===== src/rtl/cvxif_copro_scheduler.sv =====
// cvxif_copro_scheduler: in-order issue scheduler for one CV-X-IF custom
// coprocessor FU. Accepted offloads are queued, wait for commit or kill, are
// dispatched to the FU one at a time and write back in program order.
// Optional build macro CVXIF_SCHED_PERF_EN adds issue/kill performance counters.

package cvxif_copro_pkg;
  typedef enum logic [2:0] {
    OP_NOP = 3'd0,
    MV_V_X = 3'd1,
    MV_X_V = 3'd2,
    VADD   = 3'd3,
    VSUB   = 3'd4,
    VMUL   = 3'd5
  } custom_vec_op_e;
endpackage

// Warns when an issue arrives carrying an id that is still outstanding.
module cvxif_copro_scheduler_chk #(
  parameter int Depth   = 4,
  parameter int IdWidth = 3
) (
  input logic               clk_i,
  input logic               rst_i,
  input logic               issue_fire_i,
  input logic [IdWidth-1:0] issue_id_i,
  input logic [Depth-1:0]   vld_i,
  input logic [IdWidth-1:0] ids_i [Depth]
);
  logic dup_s;

  // Any occupied slot already holding the incoming id.
  always_comb begin
    dup_s = 1'b0;
    for (int i = 0; i < Depth; i++) begin
      if (vld_i[i] && (ids_i[i] == issue_id_i)) begin
        dup_s = 1'b1;
      end else begin
        dup_s = dup_s;
      end
    end
  end

  a_unique_id: assert property (@(posedge clk_i) disable iff (rst_i) issue_fire_i |-> !dup_s)
    else $warning("cvxif_copro_scheduler: issue id %0d already outstanding", issue_id_i);
endmodule

module cvxif_copro_scheduler
  import cvxif_copro_pkg::*;
#(
  parameter int Depth     = 4,
  parameter int IdWidth   = 3,
  parameter int DataWidth = 64
) (
  input  logic                 clk_i,
  input  logic                 rst_i,
  input  logic                 issue_valid_i,
  output logic                 issue_ready_o,
  input  logic [IdWidth-1:0]   issue_id_i,
  input  logic [DataWidth-1:0] issue_rs0_i,
  input  logic [DataWidth-1:0] issue_rs1_i,
  input  logic                 dec_accept_i,
  input  logic                 dec_writeback_i,
  input  custom_vec_op_e       dec_op_i,
  output logic                 issue_accept_o,
  output logic                 issue_writeback_o,
  input  logic                 commit_valid_i,
  input  logic [IdWidth-1:0]   commit_id_i,
  input  logic                 commit_kill_i,
  output logic                 exec_valid_o,
  input  logic                 exec_ready_i,
  output custom_vec_op_e       exec_op_o,
  output logic [DataWidth-1:0] exec_rs0_o,
  output logic [DataWidth-1:0] exec_rs1_o,
  input  logic                 fu_done_i,
  input  logic [DataWidth-1:0] fu_data_i,
  output logic                 result_valid_o,
  input  logic                 result_ready_i,
  output logic [IdWidth-1:0]   result_id_o,
  output logic [DataWidth-1:0] result_data_o
`ifdef CVXIF_SCHED_PERF_EN
  ,
  output logic [31:0]          perf_issued_o,
  output logic [31:0]          perf_killed_o
`endif
);
  localparam int PtrW = $clog2(Depth);

  typedef enum logic [1:0] {
    S_IDLE   = 2'd0,
    S_EXEC   = 2'd1,
    S_WAIT   = 2'd2,
    S_RESULT = 2'd3
  } state_e;

  state_e               state_r, state_next_s;
  logic [PtrW-1:0]      head_r, tail_r;
  logic [PtrW:0]        count_r;
  logic [Depth-1:0]     vld_r, cmt_r, kill_r, wb_r;
  logic [IdWidth-1:0]   id_r  [Depth];
  custom_vec_op_e       op_r  [Depth];
  logic [DataWidth-1:0] rs0_r [Depth];
  logic [DataWidth-1:0] rs1_r [Depth];
  logic [DataWidth-1:0] res_data_r;
  logic                 issue_fire_s, enq_s, enq_cmt_s, head_ready_s;
  logic                 pop_s, kill_pop_s, capture_s;

  assign issue_ready_o     = (count_r != (PtrW+1)'(Depth));
  assign issue_fire_s      = issue_valid_i & issue_ready_o;
  assign enq_s             = issue_fire_s & dec_accept_i;
  assign enq_cmt_s         = commit_valid_i & (commit_id_i == issue_id_i);
  assign issue_accept_o    = issue_fire_s & dec_accept_i;
  assign issue_writeback_o = issue_fire_s & dec_accept_i & dec_writeback_i;
  assign head_ready_s      = vld_r[head_r] & cmt_r[head_r];

  // FSM state register.
  always_ff @(posedge clk_i or posedge rst_i) begin
    if (rst_i) state_r <= S_IDLE;
    else       state_r <= state_next_s;
  end

  // FSM next-state: killed heads are dropped in IDLE, committed ones dispatched.
  always_comb begin
    state_next_s = state_r;
    case (state_r)
      S_IDLE: begin
        if (head_ready_s && !kill_r[head_r]) state_next_s = S_EXEC;
        else                                 state_next_s = S_IDLE;
      end
      S_EXEC: begin
        if (exec_ready_i) state_next_s = S_WAIT;
        else              state_next_s = S_EXEC;
      end
      S_WAIT: begin
        if (fu_done_i) state_next_s = wb_r[head_r] ? S_RESULT : S_IDLE;
        else           state_next_s = S_WAIT;
      end
      S_RESULT: begin
        if (result_ready_i) state_next_s = S_IDLE;
        else                state_next_s = S_RESULT;
      end
      default: state_next_s = S_IDLE;
    endcase
  end

  // FSM outputs: FU/result handshakes and queue pop strobes; zero when inactive.
  always_comb begin
    pop_s          = 1'b0;
    kill_pop_s     = 1'b0;
    capture_s      = 1'b0;
    exec_valid_o   = 1'b0;
    exec_op_o      = OP_NOP;
    exec_rs0_o     = {DataWidth{1'b0}};
    exec_rs1_o     = {DataWidth{1'b0}};
    result_valid_o = 1'b0;
    result_id_o    = {IdWidth{1'b0}};
    result_data_o  = {DataWidth{1'b0}};
    case (state_r)
      S_IDLE: begin
        if (head_ready_s && kill_r[head_r]) begin
          pop_s      = 1'b1;
          kill_pop_s = 1'b1;
        end else begin
          pop_s      = 1'b0;
        end
      end
      S_EXEC: begin
        exec_valid_o = 1'b1;
        exec_op_o    = op_r[head_r];
        exec_rs0_o   = rs0_r[head_r];
        exec_rs1_o   = rs1_r[head_r];
      end
      S_WAIT: begin
        if (fu_done_i) begin
          capture_s = 1'b1;
          pop_s     = !wb_r[head_r];
        end else begin
          capture_s = 1'b0;
        end
      end
      S_RESULT: begin
        result_valid_o = 1'b1;
        result_id_o    = id_r[head_r];
        result_data_o  = res_data_r;
        pop_s          = result_ready_i;
      end
      default: pop_s = 1'b0;
    endcase
  end

  // Queue control: pointers, occupancy, commit/kill flags and result capture.
  always_ff @(posedge clk_i or posedge rst_i) begin
    if (rst_i) begin
      head_r     <= {PtrW{1'b0}};
      tail_r     <= {PtrW{1'b0}};
      count_r    <= {(PtrW+1){1'b0}};
      vld_r      <= {Depth{1'b0}};
      cmt_r      <= {Depth{1'b0}};
      kill_r     <= {Depth{1'b0}};
      wb_r       <= {Depth{1'b0}};
      res_data_r <= {DataWidth{1'b0}};
    end else begin
      // Already-committed entries ignore further commit/kill (covers a late kill of an active head).
      for (int i = 0; i < Depth; i++) begin
        if (commit_valid_i && vld_r[i] && !cmt_r[i] && (id_r[i] == commit_id_i)) begin
          cmt_r[i]  <= 1'b1;
          kill_r[i] <= commit_kill_i;
        end
      end
      if (enq_s) begin
        vld_r[tail_r]  <= 1'b1;
        wb_r[tail_r]   <= dec_writeback_i;
        cmt_r[tail_r]  <= enq_cmt_s;
        kill_r[tail_r] <= enq_cmt_s & commit_kill_i;
        tail_r         <= tail_r + PtrW'(1);
      end
      if (pop_s) begin
        vld_r[head_r]  <= 1'b0;
        cmt_r[head_r]  <= 1'b0;
        kill_r[head_r] <= 1'b0;
        head_r         <= head_r + PtrW'(1);
      end
      count_r <= count_r + (PtrW+1)'(enq_s) - (PtrW+1)'(pop_s);
      if (capture_s) res_data_r <= fu_data_i;
      else           res_data_r <= res_data_r;
    end
  end

  // Queue payload; only meaningful while the matching valid bit is set.
  always_ff @(posedge clk_i) begin
    if (enq_s) begin
      id_r[tail_r]  <= issue_id_i;
      op_r[tail_r]  <= dec_op_i;
      rs0_r[tail_r] <= issue_rs0_i;
      rs1_r[tail_r] <= issue_rs1_i;
    end
  end

`ifdef CVXIF_SCHED_PERF_EN
  logic [31:0] perf_issued_r, perf_killed_r;

  // Free-running counters of accepted issues and killed entries dropped.
  always_ff @(posedge clk_i or posedge rst_i) begin
    if (rst_i) begin
      perf_issued_r <= 32'd0;
      perf_killed_r <= 32'd0;
    end else begin
      perf_issued_r <= perf_issued_r + (enq_s ? 32'd1 : 32'd0);
      perf_killed_r <= perf_killed_r + (kill_pop_s ? 32'd1 : 32'd0);
    end
  end

  assign perf_issued_o = perf_issued_r;
  assign perf_killed_o = perf_killed_r;
`else
  // Performance counters not built in this configuration.
`endif

  cvxif_copro_scheduler_chk #(.Depth(Depth), .IdWidth(IdWidth)) u_chk (
    .clk_i        (clk_i),
    .rst_i        (rst_i),
    .issue_fire_i (issue_fire_s),
    .issue_id_i   (issue_id_i),
    .vld_i        (vld_r),
    .ids_i        (id_r)
  );
endmodule


===== config.mk =====
export PLATFORM = sky130hd
export DESIGN_NAME = cvxif_copro_scheduler
export DESIGN_NICKNAME = d
export VERILOG_FILES = /design/src/rtl/cvxif_copro_scheduler.sv
export SDC_FILE = /design/constraint.sdc
export NUM_CORES = 1
export LEC_CHECK = 0
export ABC_AREA = 1
export CAP_MARGIN = 30
export CORE_ASPECT_RATIO = 0.6
export CORE_MARGIN = 2
export CORE_UTILIZATION = 53
export CTS_BUF_LIST = sky130_fd_sc_hd__clkbuf_4 sky130_fd_sc_hd__clkbuf_8 sky130_fd_sc_hd__clkbuf_16
export DETAILED_ROUTE_END_ITERATION = 16
export GPL_ROUTABILITY_DRIVEN = 0
export GPL_TIMING_DRIVEN = 0
export PLACE_DENSITY = 0.89
export SETUP_SLACK_MARGIN = 0.5
export SLEW_MARGIN = 20
export SYNTH_ARGS = -nofsm -noshare
export SYNTH_HDL_FRONTEND = slang
export SYNTH_SLANG_ARGS = --single-unit

===== constraint.sdc =====
create_clock -name clk_i -period 5.03 [get_ports clk_i]
set_input_delay 1.2575 -clock clk_i [delete_from_list [all_inputs] [get_ports clk_i]]
set_output_delay 1.2575 -clock clk_i [all_outputs]
set_load 0.01 [all_outputs]

==> impl_metrics.tcl, run 1 <==
set metrics [dict create \
    routed_wl_um 70900 \
    whs_ns 0.495 \
    areaGrowthSynthToFinish_pct 28.8 \
    p_switching_mw 5.98 \
    drv_slew 0 \
    grt_pass1_vias 18900 \
    tightest_slew_ns 0.791 \
    mostFrequentLayoutCells "nor2_1 (606), edfxtp_1 (536), clkdlybuf4s50_1 (413)" \
    fin_crit_sh_pct 88.9 \
    cts_buffers 54 \
    fp.dieArea_um2 49200 \
    synth_nets 2397 \
    yosys_warnings 0 \
    dr.pass1.iters 5 \
    vias_per_cell 5.68 \
    seqPwrFrac_pct 39.5 \
    syn_area_um2 25100 \
    finalHoldViolCount 0 \
    wire_per_inst_um 21.2 \
    cp.required_ns 3.77 \
    cts_tree "done" \
    drive_above_1_share_pct 7.54 \
    fin_skew_ns 0.0239 \
    coreArea_um2 46600 \
    fmax_mhz 224 \
    drtIter0Drc 2327 \
    finalSetupViolations 0 \
    vdd_drop_max_v 0.000299 \
    multiInputGateArea_um2 5760 \
    synthDistinctLibCells 28 \
    synth-seq-cells 625 \
    hold_buffers 0 \
    rows 61 \
    ctsResizeCount 3 \
    postRouteAntennaNets 0 \
    p_per_area_nw_per_um2 525 \
    hpwl_um 46800 \
    pwr-share-comb_pct 35.7 \
    outcome "finished, final reports clean" \
    cts.clk_slew.worst_paths_ns 0.06 \
    seq_area_frac_synth_pct 72.9 \
    fillers 3000 \
    nets 2887 \
    avgSynthCellArea_um2 11.6 \
    clkPwrFrac_pct 24.8 \
    initial_core_util_pct 54.0 \
    path_class "reg2out" \
    drc 0 \
    grt_setup_unrepaired "yes" \
    h-tree-depth 2 \
    antenna_found_initial 9 \
    hp-class "reg2reg" \
    grt_start_max_net_pins 61 \
    fin_cells 3345 \
    start_kind "flip-flop" \
    place_inst 3239 \
    die_w_um 285 \
    seq_area_um2 18300 \
    overflow 0 \
    layout_commonest_cell "nor2_1" \
    cts-root-buf "clkbuf_16" \
    clk-insertion-delay-late_ns 0.59 \
    gr-usage-all-layers_pct 28.1 \
    die_h_um 173 \
    period_needed_ns 4.47 \
    cp.arrival_ns 3.21 \
    fin_util_pct 69.5 \
    switching_share_pct 35.2 \
    cap_violations 0 \
    ios 414 \
    relSlewSlack_pct 47.2 \
    num_vias 19000 \
    grt_pass1_wl_um 107000 \
    syn_inst 2175 \
    cp_max_fo 10 \
    p_int_mw 11.0 \
    clockBufferDepth 3 \
    post-cts-setup-buffers 0 \
    io_buffer_count 413 \
    leakage_nw 11.7 \
    critPathCaptureType "output pin" \
    cts_sinks 625 \
]
-- Yosys cell counts --
cell,instances,area [um2]
nand4_1,1,6.26
xor2_1,2,17.5
dfrtp_1,89,2230
nand4_2,1,12.5
buf_6,2,22.5
inv_1,113,424
xnor2_1,2,17.5
clkbuf_1,54,203
fa_1,1,20.0
inv_2,1,3.75
or2_2,4,25.0
nand2_2,3,18.8
buf_2,32,160
o21ai_2,1,8.76
o211ai_1,1,7.51
a21oi_2,4,35.0
a21boi_0,3,22.5
buf_1,14,52.6
edfxtp_1,536,16100
nand3_1,36,180
a21boi_1,1,7.51
a21oi_1,142,711
o21ai_0,341,1710
ha_1,10,125
nor2_1,606,2270
clkinv_1,1,3.75
buf_4,24,180
nand2_1,150,563
-- flip-flops by register name (all words and copies together), names as in the netlist --
signal	flops
state_r	2
count_r	3
res_data_r	64
wb_r	4
cmt_r	4
op_r	12
rs1_r	256
id_r	12
head_r	2
tail_r	2
rs0_r	256
vld_r	4
kill_r	4
-- metal layers --
layer | GRT usage (%) | part of all wire [%] | vias to the layer above
li1 | - | - | 8443
met1 | 36.5 | 38 | 9108
met2 | 46.4 | 49 | 1256
met3 | 5.61 | 9.9 | 196
met4 | 11.9 | 4.0 | 2
met5 | 0 | 0.018 | -
-- worst max-delay path: stages, from the launching register on --
cell and delay [ns]:
dfrtp_2 0.48, inv_2 0.19, clkbuf_2 0.43, clkbuf_1 0.44, o21ai_0 0.16, a21oi_1 0.30
clkdlybuf4s50_1 0.61
-- power by group through the flow --
stage	Clock [mW]	Combinational (mW)	Sequential (mW)
3_5_place_dp	0	5.86	6.79
5_1_grt	4.47	6.57	6.75
3_3_place_gp	0	5.54	6.83
2_1_floorplan	0	3.26	6.76
6_report	4.22	6.06	6.70
4_1_cts	4.27	5.96	6.69
-- final timing paths --
kind | slack [ns] | end | cells past startpoint | start
min in group asynchronous | 1.01 | res_data_r[31]$_DFFE_PP0P_ | 2 | rst_i
min | 0.50 | wb_r[2]$_DFFE_PP0P_ | 2 | wb_r[2]$_DFFE_PP0P_
max | 0.56 | exec_rs0_o[16] | 6 | head_r[0]$_DFFE_PP0N_
min reg2reg | 0.50 | wb_r[2]$_DFFE_PP0P_ | 2 | wb_r[2]$_DFFE_PP0P_
max reg2reg | 2.13 | count_r[2]$_DFF_PP0_ | 13 | head_r[0]$_DFFE_PP0N_
max in group asynchronous | 3.37 | res_data_r[57]$_DFFE_PP0P_ | 3 | rst_i
-- kinds of logic (layout without fill, tap and decap cells) --
kind of cell	after synthesis	in the layout	synth area share, %
other	0	8	0
XOR/XNOR	4	4	0.139
buffers and inverters	241	773	4.18
AO/OA/AOI/OAI	493	493	9.94
adder cells (fa/ha/maj)	11	11	0.578
AND/OR/NAND/NOR	801	801	12.3
flip-flops	625	625	72.9
-- final cells by class --
cell class / instances / share of cell area, %
Antenna cell: 8 / 0.0619
Timing Repair Buffer: 434 / 14.1
Multi-Input combinational cell: 1309 / 17.8
Inverter: 115 / 1.39
Clock inverter: 26 / 0.874
Buffer: 126 / 1.99
Sequential cell: 625 / 56.6
Tap cell: 630 / 2.44
Clock buffer: 72 / 4.70
-- through the flow --
stage	area, um2	TNS (ns)	setup WS, ns	power [mW]
after detailed placement	30500	0	0.759	12.7
after global routing	32400	0	0.486	17.8
after CTS	32300	0	0.516	16.9
after global placement	30100	-571.44	-1.35	12.4
final	32400	0	0.560	17.0
after floorplan	25100	0	0.736	10.0
Power figures use the tool's default switching activity.
==> inputs of run 2 (changes only) <==
CORE_UTILIZATION = 25   (was 53)
PLACE_DENSITY = 0.54   (was 0.89)
==> impl_metrics.tcl, run 2 (synthesized netlist as in run 1, its figures left out) <==
set metrics [dict create \
    fp.dieArea_um2 103000 \
    grt_pass1_vias 17200 \
    fin_util_pct 33.8 \
    cap_violations 0 \
    cts.clk_slew.worst_paths_ns 0.06 \
    num_vias 17600 \
    postRouteAntennaNets 0 \
    leakage_nw 12.0 \
    fmax_mhz 231 \
    post-place-ws_ns 0.729 \
    period_needed_ns 4.32 \
    hold_buffers 0 \
    fillers 9954 \
    tightest_slew_ns 0.818 \
    slowest_stage "clkdlybuf4s50_1" \
    hpwl_um 53300 \
    vias_per_cell 4.32 \
    nets 2904 \
    fin_cells 4072 \
    vdd_drop_max_v 0.000244 \
    post-cts-setup-buffers 0 \
    design_area_um2 33800 \
    largestRegisters "rs0_r x256, rs1_r x256, res_data_r x64" \
    critPathCaptureType "output pin" \
    drc 0 \
    dpl_cell_area_um2 31500 \
    h-tree-depth 3 \
    whs_ns 0.487 \
    drv_slew 0 \
    seq_area_um2 18300 \
    layout_commonest_cell "nor2_1" \
    grt_setup_unrepaired "yes" \
    cts_buffers 67 \
    place_inst 3947 \
    cts_sinks 625 \
    die_h_um 250 \
    cp_max_fo 10 \
    cts-root-buf "clkbuf_16" \
    fin_skew_ns 0.0205 \
    grt_start_max_net_pins 72 \
    overflow 0 \
    clockBufferDepth 3 \
    ios 414 \
    grt_pass1_wl_um 114000 \
    timing.rr.start "head_r[0]$_DFFE_PP0N_" \
    areaGrowthSynthToFinish_pct 34.7 \
    cp_top_family "buffers and inverters" \
    coreArea_um2 100000 \
    drtIter0Drc 1256 \
    cp_slowest_stage_delay_ns 0.61 \
    io_buffer_count 413 \
    cp_num_buf_inv 4 \
    cp.arrival_ns 3.06 \
    antenna_found_initial 10 \
    mostFrequentLayoutCells "nor2_1 (605), edfxtp_1 (536), clkdlybuf4s50_1 (412)" \
    initial_core_util_pct 25.1 \
    fin_crit_sh_pct 85.9 \
    p_per_area_nw_per_um2 530 \
    cp.required_ns 3.77 \
    relSlewSlack_pct 45.5 \
    multiInputGateArea_um2 5780 \
    path_class "reg2out" \
    drive_above_1_share_pct 9.32 \
    finalSetupViolations 0 \
    dr.pass1.iters 5 \
    clk-insertion-delay-late_ns 0.65 \
    gr-usage-all-layers_pct 14.9 \
    finalHoldViolCount 0 \
    wire_per_inst_um 19.2 \
    hp-class "reg2reg" \
    die_w_um 413 \
    outcome "finished, final reports clean" \
    cts_tree "done" \
    rows 90 \
    hp-start "wb_r[2]$_DFFE_PP0P_" \
    setup_slack_ns 0.709 \
    routed_wl_um 78100 \
    crit_chain "nor2_2 -> clkinv_4 -> buf_2 -> clkbuf_2 -> a21oi_1 -> clkdlybuf4s50_1" \
    crit_start "state_r[1]$_DFF_PP0_" \
    start_kind "flip-flop" \
]
## run 2: path summary, 6_finish.rpt
kind	to	slack [ns]	depth (start not counted)
max	exec_rs1_o[8]	0.71	6
min	wb_r[2]$_DFFE_PP0P_	0.49	2
max reg2reg	count_r[2]$_DFF_PP0_	2.17	13
min reg2reg	wb_r[2]$_DFFE_PP0P_	0.49	2
max in group asynchronous	res_data_r[43]$_DFFE_PP0P_	3.45	3
min in group asynchronous	vld_r[3]$_DFF_PP0_	0.94	2
## run 2: per-stage QoR
stage,total power [mW],TNS (ns)
2_1_floorplan,10.0,0
3_3_place_gp,12.9,-941.49
3_5_place_dp,13.0,0
4_1_cts,18.2,0
5_1_grt,19.0,0
6_report,17.9,0
## run 2: final cells by class
| type | instances | area share, % |
|---|---|---|
| multi-input combinational | 1309 | 17.1 |
| inverter | 115 | 1.35 |
| timing repair buffer | 438 | 13.8 |
| sequential | 625 | 54.1 |
| antenna | 3 | 0.0222 |
| tap | 1334 | 4.93 |
| buffer | 126 | 2.04 |
| clock buffer | 87 | 5.49 |
| clock inverter | 35 | 1.16 |
## run 2: routing by layer
layer,up-vias,share of wire (%),track usage [%]
met3,105,5.7,3.68
met1,8502,46,20.4
met5,-,0.10,0
met2,447,46,23.7
met4,12,2.0,3.39
li1,8508,-,-
## run 2: worst min-delay path, cell delays in order, from the launching register on
cell and delay (ns):
dfrtp_1 0.35, nand2_1 0.05, o21ai_0 0.05
## run 2: report_power, final
group          leakage [nW]  switching, mW  internal, mW
logic                  4.94           3.93          2.25
registers              5.95          0.208          6.46
clock network          1.13           2.16          2.91
total                  12.0           6.30          11.6
## run 2: repair_timing
action / in CTS / in global routing
setup endpoints to repair: 134 / 88
resized for setup: 42 / 13
pin swaps: 0 / 0
==> inputs of run 3 (changes only) <==
CORE_UTILIZATION = 50   (was 25)
GPL_TIMING_DRIVEN = not set   (was 0)
PLACE_DENSITY = 0.86   (was 0.54)
SLEW_MARGIN = 5   (was 20)
==> impl_metrics.tcl, run 3 (synthesized netlist as in run 1, its figures left out) <==
set metrics [dict create \
    outcome "finished, final reports clean" \
    grt_pass1_wl_um 95900 \
    seq_area_um2 18300 \
    die_h_um 178 \
    num_vias 17800 \
    cp.arrival_ns 3.09 \
    ctsResizeCount 0 \
    cp_top_family "buffers and inverters" \
    hp-start "wb_r[2]$_DFFE_PP0P_" \
    hold_buffers 0 \
    cts_tree "done" \
    cp.required_ns 3.77 \
    hp-class "reg2reg" \
    fin_skew_ns 0.0224 \
    fin_util_pct 64.1 \
    die_w_um 293 \
    coreArea_um2 49500 \
    mostFrequentLayoutCells "nor2_1 (605), edfxtp_1 (536), clkdlybuf4s50_1 (413)" \
    worstHoldPathCells 2 \
    cts_buffers 55 \
    clk-insertion-delay-late_ns 0.60 \
    fin_crit_sh_pct 86.3 \
    overflow 0 \
    path_class "reg2out" \
    rr_worst_depth 12 \
    cts.clk_slew.worst_paths_ns 0.06 \
    largestRegisters "rs0_r x256, rs1_r x256, res_data_r x64" \
    dr.pass1.iters 6 \
    routed_wl_um 63200 \
    tightest_slew_ns 0.970 \
    gr-usage-all-layers_pct 23.6 \
    cp_slowest_stage_delay_ns 0.59 \
    cp_max_fo 116 \
    cts_sinks 625 \
    clockBufferDepth 3 \
    drv_slew 0 \
    cp.depth 5 \
    antenna_found_initial 6 \
    fmax_mhz 230 \
    ios 414 \
    reg2reg_to "count_r[2]$_DFF_PP0_" \
    layout_commonest_cell "nor2_1" \
    finalSetupViolations 0 \
    start_kind "flip-flop" \
    drtIter0Drc 1778 \
    cts-root-buf "clkbuf_16" \
    min_to "wb_r[2]$_DFFE_PP0P_" \
    cp_num_buf_inv 3 \
    grt_start_max_net_pins 157 \
    slowest_stage "clkdlybuf4s50_1" \
    cap_violations 0 \
    h-tree-depth 2 \
    finalSetupTns_ns 0 \
    vias_per_cell 5.48 \
    period_needed_ns 4.34 \
    p_per_area_nw_per_um2 514 \
    nets 2769 \
    postRouteAntennaNets 0 \
    timing.rr.start "head_r[0]$_DFFE_PP0N_" \
    critPathCaptureType "output pin" \
    wire_per_inst_um 19.5 \
    areaGrowthSynthToFinish_pct 26.2 \
    relSlewSlack_pct 35.3 \
    rows 63 \
    drive_above_1_share_pct 5.40 \
    vdd_drop_max_v 0.000461 \
    drc 0 \
    grt_pass1_vias 17600 \
    multiInputGateArea_um2 5770 \
    crit_chain "inv_6 -> buf_4 -> o21ai_0 -> a21oi_1 -> clkdlybuf4s50_1" \
    io_buffer_count 413 \
    rrSetupSlack_ns 1.68 \
    leakage_nw 11.3 \
    fillers 3472 \
    initial_core_util_pct 50.8 \
    grt_setup_unrepaired "no" \
    hpwl_um 37200 \
    finalHoldViolCount 0 \
    fp.dieArea_um2 52100 \
    post-cts-setup-buffers 0 \
]
-- run 3: cell types whose count changed in the layout (fill, tap and decap cells not counted), sizes merged, moves of 2 or more --
cell / before / now
buf: 94 / 28
clkbuf: 142 / 62
inv: 117 / 112
clkinv: 23 / 32
clkdlybuf4s15: 2 / 0
-- run 3: per-stage QoR --
step | cells | hold WS [ns] | power (mW) | setup slack (ns) | instance area (um2)
6_report | 3246 | 0.496 | 16.3 | 0.687 | 31700
5_1_grt | 3246 | 0.516 | 17.2 | 0.514 | 31700
4_1_cts | 3240 | 0.497 | 16.4 | 0.638 | 31700
3_5_place_dp | 3138 | 0.480 | 12.2 | 1.07 | 29900
3_3_place_gp | 3138 | 0.471 | 11.9 | 1.03 | 29900
2_1_floorplan | 2175 | 0.453 | 10.0 | 0.736 | 25100
-- run 3: power breakdown --
part / switching [mW] / internal (mW) / leakage, nW / total [mW]
Sequential: 0.239 / 6.47 / 5.95 / 6.71
Clock: 1.85 / 2.31 / 0.884 / 4.16
Combinational: 3.44 / 2.00 / 4.47 / 5.44
-- run 3: how the worst max path moves through the flow --
stage                     slack [ns]            endpoint                  start
final                           0.69       exec_rs1_o[5]  head_r[0]$_DFFE_PP0N_
after global routing            0.51      exec_rs1_o[10]  head_r[0]$_DFFE_PP0N_
after CTS                       0.64      exec_rs1_o[15]  head_r[0]$_DFFE_PP0N_
after detailed placement        1.07      issue_accept_o          issue_valid_i
after global placement          1.03   issue_writeback_o           dec_accept_i
after floorplan                 0.74  vld_r[0]$_DFF_PP0_           dec_accept_i
-- run 3: worst min-delay path, cell delays in order (launching register included) --
cell and delay, ns:
dfrtp_1 0.35, nand2_1 0.05, o21ai_0 0.06
-- run 3: cell type report --
class | count | area share [%]
Multi-Input combinational cell | 1309 | 18.2
Antenna cell | 4 | 0.0316
Inverter | 115 | 1.44
Clock inverter | 40 | 1.05
Tap cell | 650 | 2.56
Timing Repair Buffer | 441 | 14.4
Clock buffer | 62 | 4.53
Sequential cell | 625 | 57.8
-- run 3: per-layer routing --
layer | vias up | wire (um) | GRT usage, %
li1 | 8199 | - | -
met1 | 8621 | 24800 | 30.5
met2 | 820 | 31600 | 40.6
met3 | 141 | 4760 | 3.83
met4 | 4 | 1990 | 8.61
met5 | - | 26 | 0
